$ cat src/rtl/tlut_matmul_engine_pkg.sv
// Shared types and helpers for the temporal-LUT matrix engine.
// Holds the FSM state encoding and the accumulator width rule.
package tlut_pkg;

    typedef enum logic [1:0] {S_IDLE, S_RUN, S_DONE} tlut_state_e;

    function automatic int min_acc_w(int in_w, int wt_w, int inner, int sgn);
        return in_w + wt_w + $clog2(inner) + sgn;
    endfunction

endpackage

$ cat src/rtl/tlut_matmul_engine_if.sv
// Operand/result bundle between a producer/consumer and the engine.
// The master drives operands and accepts results; the engine is the slave.
interface tlut_matmul_engine_if #(
    parameter int ROWS  = 2,
    parameter int INNER = 2,
    parameter int COLS  = 2,
    parameter int IN_W  = 4,
    parameter int WT_W  = 4,
    parameter int ACC_W = IN_W + WT_W + $clog2(INNER)
);
    logic                        start;
    logic                        ready;
    logic [ROWS*INNER*IN_W-1:0]  a_in;
    logic [INNER*COLS*WT_W-1:0]  w_in;
    logic [ROWS*COLS*ACC_W-1:0]  c_out;
    logic                        out_valid;
    logic                        out_ready;
    logic                        busy;
    logic [IN_W-1:0]             cnt_out;

    modport master (
        output start, a_in, w_in, out_ready,
        input  ready, c_out, out_valid, busy, cnt_out
    );

    modport slave (
        input  start, a_in, w_in, out_ready,
        output ready, c_out, out_valid, busy, cnt_out
    );
endinterface

$ cat src/rtl/tlut_matmul_engine_dot_slice.sv
// One output lane: rate-coded compare per inner term, masked weights,
// balanced adder tree and the lane accumulator.
module tlut_dot_slice #(
    parameter int INNER     = 2,
    parameter int IN_W      = 4,
    parameter int WT_W      = 4,
    parameter int ACC_W     = 9,
    parameter int WT_SIGNED = 0
) (
    input  logic                    clk,
    input  logic                    rst,
    input  logic                    clr_i,
    input  logic                    en_i,
    input  logic [IN_W-1:0]         cnt_i,
    input  logic [INNER*IN_W-1:0]   a_i,
    input  logic [INNER*WT_W-1:0]   w_i,
    output logic [ACC_W-1:0]        acc_o
);
    localparam int P = 1 << $clog2(INNER);

    function automatic logic [ACC_W-1:0] ext(logic [WT_W-1:0] w);
        if (WT_SIGNED != 0) return ACC_W'($signed(w));
        else                return ACC_W'(w);
    endfunction

    // Heap-ordered tree: leaves at [P..2P-1], root at [1]
    logic [ACC_W-1:0] node [1:2*P-1];
    logic [ACC_W-1:0] acc_q, acc_d;

    for (genvar k = 0; k < P; k++) begin : g_leaf
        if (k < INNER) begin : g_real
            assign node[P+k] = (cnt_i < a_i[k*IN_W +: IN_W])
                             ? ext(w_i[k*WT_W +: WT_W]) : '0;
        end else begin : g_pad
            assign node[P+k] = '0;
        end
    end

    for (genvar i = 1; i < P; i++) begin : g_tree
        assign node[i] = node[2*i] + node[2*i+1];
    end

    always_comb begin
        acc_d = acc_q;
        if (clr_i)     acc_d = '0;
        else if (en_i) acc_d = acc_q + node[1];
    end

    always_ff @(posedge clk) begin
        if (rst) acc_q <= '0;
        else     acc_q <= acc_d;
    end

    assign acc_o = acc_q;
endmodule

$ cat src/rtl/tlut_matmul_engine.sv
// Temporal-LUT matrix multiplier: C = A * W with A rate-coded
// against a shared counter, one accumulating lane per output.
module tlut_matmul_engine
    import tlut_pkg::*;
#(
    parameter int ROWS       = 2,
    parameter int INNER      = 2,
    parameter int COLS       = 2,
    parameter int IN_W       = 4,
    parameter int WT_W       = 4,
    parameter int WT_SIGNED  = 0,
    parameter int EARLY_TERM = 1,
    parameter int ACC_W      = IN_W + WT_W + $clog2(INNER) + WT_SIGNED
) (
    input logic                 clk,
    input logic                 rst,
    tlut_matmul_engine_if.slave bus
);
    localparam int NA = ROWS * INNER;

    if (ACC_W < min_acc_w(IN_W, WT_W, INNER, WT_SIGNED)) begin : g_acc_chk
        $error("ACC_W below minimum for these dimensions");
    end

    tlut_state_e                state_q, state_d;
    logic [IN_W-1:0]            cnt_q, cnt_d;
    logic [IN_W-1:0]            run_len_q, run_len_d;
    logic [NA*IN_W-1:0]         a_q;
    logic [INNER*COLS*WT_W-1:0] w_q;
    logic [IN_W-1:0]            max_a;
    logic                       load, clr, en;
    logic [ROWS*COLS*ACC_W-1:0] c_flat;

    always_comb begin
        max_a = '0;
        for (int i = 0; i < NA; i++) begin
            if (bus.a_in[i*IN_W +: IN_W] > max_a)
                max_a = bus.a_in[i*IN_W +: IN_W];
        end
    end

    always_comb begin
        state_d   = state_q;
        cnt_d     = cnt_q;
        run_len_d = run_len_q;
        load      = 1'b0;
        clr       = 1'b0;
        en        = 1'b0;
        unique case (state_q)
            S_IDLE: begin
                if (bus.start) begin
                    load      = 1'b1;
                    clr       = 1'b1;
                    cnt_d     = '0;
                    run_len_d = (EARLY_TERM != 0) ? max_a : {IN_W{1'b1}};
                    state_d   = (run_len_d == '0) ? S_DONE : S_RUN;
                end
            end
            S_RUN: begin
                en = 1'b1;
                // Counter parks on the last value so it can never wrap
                if (cnt_q == run_len_q - IN_W'(1)) state_d = S_DONE;
                else                                cnt_d   = cnt_q + IN_W'(1);
            end
            S_DONE: begin
                if (bus.out_ready) state_d = S_IDLE;
            end
            default: state_d = S_IDLE;
        endcase
    end

    always_ff @(posedge clk) begin
        if (rst) begin
            state_q   <= S_IDLE;
            cnt_q     <= '0;
            run_len_q <= '0;
            a_q       <= '0;
            w_q       <= '0;
        end else begin
            state_q   <= state_d;
            cnt_q     <= cnt_d;
            run_len_q <= run_len_d;
            if (load) begin
                a_q <= bus.a_in;
                w_q <= bus.w_in;
            end
        end
    end

    for (genvar r = 0; r < ROWS; r++) begin : g_r
        for (genvar c = 0; c < COLS; c++) begin : g_c
            logic [INNER*WT_W-1:0] w_col;
            logic [ACC_W-1:0]      acc;

            for (genvar k = 0; k < INNER; k++) begin : g_k
                assign w_col[k*WT_W +: WT_W] = w_q[(k*COLS+c)*WT_W +: WT_W];
            end

            tlut_dot_slice #(
                .INNER(INNER), .IN_W(IN_W), .WT_W(WT_W),
                .ACC_W(ACC_W), .WT_SIGNED(WT_SIGNED)
            ) u_slice (
                .clk   (clk),
                .rst   (rst),
                .clr_i (clr),
                .en_i  (en),
                .cnt_i (cnt_q),
                .a_i   (a_q[r*INNER*IN_W +: INNER*IN_W]),
                .w_i   (w_col),
                .acc_o (acc)
            );

            assign c_flat[(r*COLS+c)*ACC_W +: ACC_W] = acc;
        end
    end

    assign bus.c_out     = c_flat;
    assign bus.ready     = (state_q == S_IDLE);
    assign bus.busy      = (state_q == S_RUN);
    assign bus.out_valid = (state_q == S_DONE);
    assign bus.cnt_out   = cnt_q;
endmodule

$ cat src/flat_wrapper.sv
// flat-port wrapper written by rule: the top's interface ports become plain ports
module tlut_matmul_engine_flat import tlut_pkg::*;
#(
    parameter int ROWS       = 2,
    parameter int INNER      = 2,
    parameter int COLS       = 2,
    parameter int IN_W       = 4,
    parameter int WT_W       = 4,
    parameter int WT_SIGNED  = 0,
    parameter int EARLY_TERM = 1,
    parameter int ACC_W      = IN_W + WT_W + $clog2(INNER) + WT_SIGNED
)
  (clk, rst, bus_start, bus_a_in, bus_w_in, bus_out_ready, bus_ready, bus_c_out, bus_out_valid, bus_busy, bus_cnt_out);
  tlut_matmul_engine_if #(.ROWS(ROWS), .INNER(INNER), .COLS(COLS), .IN_W(IN_W), .WT_W(WT_W), .ACC_W(ACC_W)) bus_i ();
  input logic clk;
  input logic rst;
  input wire logic [$bits(bus_i.start)-1:0] bus_start;
  input wire logic [$bits(bus_i.a_in)-1:0] bus_a_in;
  input wire logic [$bits(bus_i.w_in)-1:0] bus_w_in;
  input wire logic [$bits(bus_i.out_ready)-1:0] bus_out_ready;
  output wire logic [$bits(bus_i.ready)-1:0] bus_ready;
  output wire logic [$bits(bus_i.c_out)-1:0] bus_c_out;
  output wire logic [$bits(bus_i.out_valid)-1:0] bus_out_valid;
  output wire logic [$bits(bus_i.busy)-1:0] bus_busy;
  output wire logic [$bits(bus_i.cnt_out)-1:0] bus_cnt_out;
  assign bus_i.start = bus_start;
  assign bus_i.a_in = bus_a_in;
  assign bus_i.w_in = bus_w_in;
  assign bus_i.out_ready = bus_out_ready;
  assign bus_ready = bus_i.ready;
  assign bus_c_out = bus_i.c_out;
  assign bus_out_valid = bus_i.out_valid;
  assign bus_busy = bus_i.busy;
  assign bus_cnt_out = bus_i.cnt_out;
  tlut_matmul_engine #(.ROWS(ROWS), .INNER(INNER), .COLS(COLS), .IN_W(IN_W), .WT_W(WT_W), .WT_SIGNED(WT_SIGNED), .EARLY_TERM(EARLY_TERM), .ACC_W(ACC_W)) u_core (.clk(clk), .rst(rst), .bus(bus_i));
endmodule
$ cat config.mk
export PLATFORM = sky130hd
export DESIGN_NAME = tlut_matmul_engine_flat
export DESIGN_NICKNAME = d
export VERILOG_FILES = /design/src/rtl/tlut_matmul_engine_pkg.sv /design/src/rtl/tlut_matmul_engine_if.sv /design/src/rtl/tlut_matmul_engine_dot_slice.sv /design/src/rtl/tlut_matmul_engine.sv /design/src/flat_wrapper.sv
export SDC_FILE = /design/constraint.sdc
export NUM_CORES = 1
export LEC_CHECK = 0
export CORE_MARGIN = 3
export CORE_UTILIZATION = 49
export CTS_CLUSTER_SIZE = 24
export DETAILED_ROUTE_END_ITERATION = 12
export HOLD_SLACK_MARGIN = 0.03
export PLACE_DENSITY_LB_ADDON = 0.08
export SLEW_MARGIN = 5
export SYNTH_ARGS = -nofsm -noshare
export SYNTH_HDL_FRONTEND = slang
export SYNTH_SLANG_ARGS = --single-unit
export TNS_END_PERCENT = 10
$ cat constraint.sdc
create_clock -name clk -period 4.9 [get_ports clk]
set_input_delay 0.735 -clock clk [delete_from_list [all_inputs] [get_ports clk]]
set_output_delay 0.735 -clock clk [all_outputs]
set_load 0.01 [all_outputs]
==> key figures <==
Detailed routing
  – TritonRoute pass-1 iters: 4
  – Drt wl/cell: 14.10 microns
  – Post-route DRC: 0
  – Via density: 5.146
  – Final antenna-violating net count: 0
  – Via count: 4,276
  – Drt first-iter violations: 247
  – Routed WL: 11,720 microns

Power and ir drop
  – PnR Total Power: 2.297 mW
  – Pleak: 2.572 nW
  – Power Dens Cells: 365.3 nW/um^2
  – Worst vdd ir: 0.0002374 V

Finish
  – Share of layout cells above drive strength 1: 10.68%
  – Multi-input logic area: 3097 sq um
  – Register area: 1562 sq um
  – P&R area growth vs syn: 30.71%
  – # fillers: 825
  – Antenna diodes: 0
  – Fin nets: 794

Die
  – Die Wd: 105.1 microns
  – Die height: 105.1 microns
  – # rows: 35
  – Core footprint: 9371 sq um
  – Initial Util: 51.35%
  – Ports: 79
  – Die ar.: 11,050 sq um

Synth
  – Post-synth EDFFs: 0
  – Synthesized cell area: 4812 sq um
  – Post-synth top area share: 32.45%
  – Synth Area per Inst: 8.060 sq um
  – Instance count of the mapped netlist: 597
  – Area leader, netlist: dfxtp_1
  – Post-synth cell types: 44
  – Post-synthesis register bit count: 78
  – Ys async rst share: 0%
  – Post-Syn Nets: 694
  – Ranking of synthesized cells by area: dfxtp_1 32%, ha_1 11%, nand2_1 8.4%, fa_1 8.3%, a21oi_1 7.3%
  – Ys Warns: 0
  – Ys flop type: dfxtp_1
  – Register area share after synthesis: 32.45%

Critical path
  – Startpoint Class: primary input
  – Internal reg-to-reg setup slack: 0.73 ns
  – Reg2reg end: u_core.g_r[0].g_c[0].u_slice.acc_o[7]
  – Critical Path Sink Type: flip-flop
  – CP Class: primary input to flip-flop
  – Critical Path RT: 5.12 ns
  – Reg2Reg Depth: 17
  – Critical-path maximum fanout: 7
  – Reg-to-Reg Start: u_core.bus.cnt_out[1]
  – CP startpoint: bus_a_in[1]
  – Worst Setup EP: u_core.state_q[0]
  – Worst Path Arrival: 4.90 ns

STA
  – Fmax achieved: 213.5 MHz
  – Least-Margin Pin Slew: 0.8111 ns
  – Final Skew: 0.01392 ns
  – Final critical-path required period: 4.685 ns
  – Final Setup Violations: 0
  – Fin crit share: 95.60%
  – Final Hold Viols: 0
  – Slew margin rel.: 45.80%
  – Final WS setup: 0.2155 ns
  – Max Slew Vio Count: 0

Place
  – Setup WS pre-CTS: -0.4391 ns
  – Dpl hpwl: 8815 microns
  – PortBufs: 78
  – GPL Wtd Cong: 0.9311

Clocking
  – Clock sink count: 78
  – H-tree lvl count: 3
  – CTS root buf: clkbuf_8
  – CTS Buf Count: 9
  – Reg clk slew, reported paths: 0.08 ns
  – Max Root-Sink Buffers: 2
  – Clk Latency, worst-skew pair: 0.35 ns
  – Hold buffers post-CTS: 0
  – CTS tree: built

Flow run
  – Max_cap viols: 0

Hold path
  – Worst hold path class: flip-flop to flip-flop

Status
  – Status: finished, final reports clean

Global routing
  – First-pass GRT wire length: 19,130 microns
  – Largest net degree at the start of global routing: 37
  – Initial antenna violation count: 0
  – Total grt overflow: 0
  – Total GRT Usage: 21.26%
  – Number of global-route vias before repair: 4,182
-- worst min-delay path by stage --
stage | depth (start not counted) | from | slack (ns) | end
finish | 2 | u_core.a_q[1] | 0.46 | u_core.a_q[1]
global route | 2 | u_core.a_q[9] | 0.48 | u_core.a_q[9]
CTS | 2 | u_core.a_q[1] | 0.46 | u_core.a_q[1]
detailed placement | 2 | u_core.a_q[1] | 0.45 | u_core.a_q[1]
global placement | 2 | u_core.a_q[12] | 0.44 | u_core.a_q[12]
floorplan | 2 | u_core.a_q[0] | 0.43 | u_core.a_q[0]
-- kinds of logic after synthesis --
kind of cell               count (synthesis)  share of synthesized area, %
and+or+nand+nor                          225                         21.40
DFF                                       78                         32.45
muxes                                      3                        0.7539
buffers and inverters                     77                         6.006
xor gates and xnor gates                  28                         5.096
AOI/OAI and AO/OA                        125                         15.31
adders and majority gates                 61                         18.98
-- cell usage in the layout, fill, tap and decap left out, types with 3 or more instances in the layout --
| cell | n |
|---|---|
| nor2b_1 | 5 |
| and3_1 | 4 |
| nand2b_1 | 9 |
| ha_1 | 38 |
| bufinv_16 | 3 |
| a21oi_2 | 6 |
| nand2_1 | 108 |
| o21ai_0 | 20 |
| a21boi_0 | 4 |
| buf_4 | 32 |
| inv_1 | 56 |
| a21oi_1 | 63 |
| clkbuf_8 | 9 |
| a21o_1 | 5 |
| nor3_1 | 3 |
| xnor2_1 | 14 |
| a211oi_1 | 10 |
| nand3_1 | 9 |
| clkdlybuf4s50_1 | 78 |
| xor2_1 | 14 |
| fa_1 | 20 |
| nor2_1 | 44 |
| dfxtp_1 | 78 |
| and2_1 | 28 |
-- area by class of cell --
type	instances	share of cell area, %
flip-flops and latches	78	24.83
clock inverters	5	1.711
repair buffers	110	16.23
well taps	129	2.566
multi-input cells	442	49.23
inverters	56	3.342
clock buffers	11	2.089
-- where the power goes --
| part | switching [mW] | internal [mW] |
|---|---|---|
| combinational | 0.541 | 0.396 |
| clock | 0.243 | 0.341 |
| sequential | 0.0636 | 0.714 |
-- Yosys cell counts (2+ instances only) --
| cell type | instances |
|---|---|
| nor4b_1 | 3 |
| nand2b_1 | 9 |
| dfxtp_1 | 78 |
| o21ai_1 | 2 |
| o21a_1 | 2 |
| xor2_1 | 14 |
| buf_1 | 7 |
| a21boi_0 | 4 |
| xnor2_1 | 14 |
| inv_1 | 56 |
| clkbuf_1 | 14 |
| nand2_1 | 108 |
| and3_1 | 4 |
| nor2_1 | 45 |
| a211oi_2 | 3 |
| a31oi_1 | 2 |
| fa_1 | 20 |
| ha_1 | 41 |
| nor3_1 | 5 |
| nand3_1 | 9 |
| o21ai_0 | 21 |
| a21oi_1 | 70 |
| nor2b_1 | 6 |
| and2_1 | 27 |
| a21o_1 | 5 |
| a211oi_1 | 10 |
-- flip-flops by register name, summed over array words and instances, names as in the netlist --
register                      cells
u_core.state_q                    2
u_core.a_q                       16
u_core.run_len_q                  4
u_core.w_q                       16
u_core.bus.cnt_out                4
u_core.g_r.g_c.u_slice.acc_o     36
-- through the flow --
stage | util [%] | setup TNS (ns) | hold slack, ns | area (sq um) | instances
2_1_floorplan | - | 0 | 0.4336 | 4812 | 597
3_3_place_gp | 62.96 | -1.074 | 0.4415 | 5901 | 813
3_5_place_dp | 62.96 | -2.111 | 0.4486 | 5901 | 813
4_1_cts | 65.61 | 0 | 0.4610 | 6148 | 829
5_1_grt | 67.12 | -0.007997 | 0.4803 | 6290 | 831
6_report | 67.12 | 0 | 0.4561 | 6290 | 831
-- critical path, stage by stage --
cell             delay, ns
clkdlybuf4s50_1       0.48
inv_1                 0.05
ha_1                  0.30
nor2b_2               0.16
o211ai_2              0.17
a21oi_2               0.07
buf_4                 0.16
a21oi_2               0.19
ha_4                  0.24
a21oi_4               0.18
nor2_1                0.08
mux2_4                0.30
nor2_4                0.14
nand2_1               0.07
o21ai_0               0.09
ha_2                  0.19
nor2b_1               0.04
o21a_1                0.17
o21ai_2               0.20
a21o_1                0.16
a31oi_1               0.11
buf_4                 0.15
nor2_1                0.13
nor4b_4               0.22
a31oi_1               0.10
-- routing by layer --
metal  wire [microns]  up-vias  GRT usage [%]
li1                 -     2170              -
met1             5198     2014          25.72
met2             5962       79          38.41
met3              389       13          2.779
met4              166        0          7.591
met5                0        -              0
-- what timing repair did --
item                       in CTS  in global routing
setup endpoints to repair       4                  6
setup buffers                   0                  2
hold endpoints to repair        0                  0
resized for setup               3                 22
cloned                          0                  0
pin swaps                       0                  9
(Power assumes the default switching activity.)
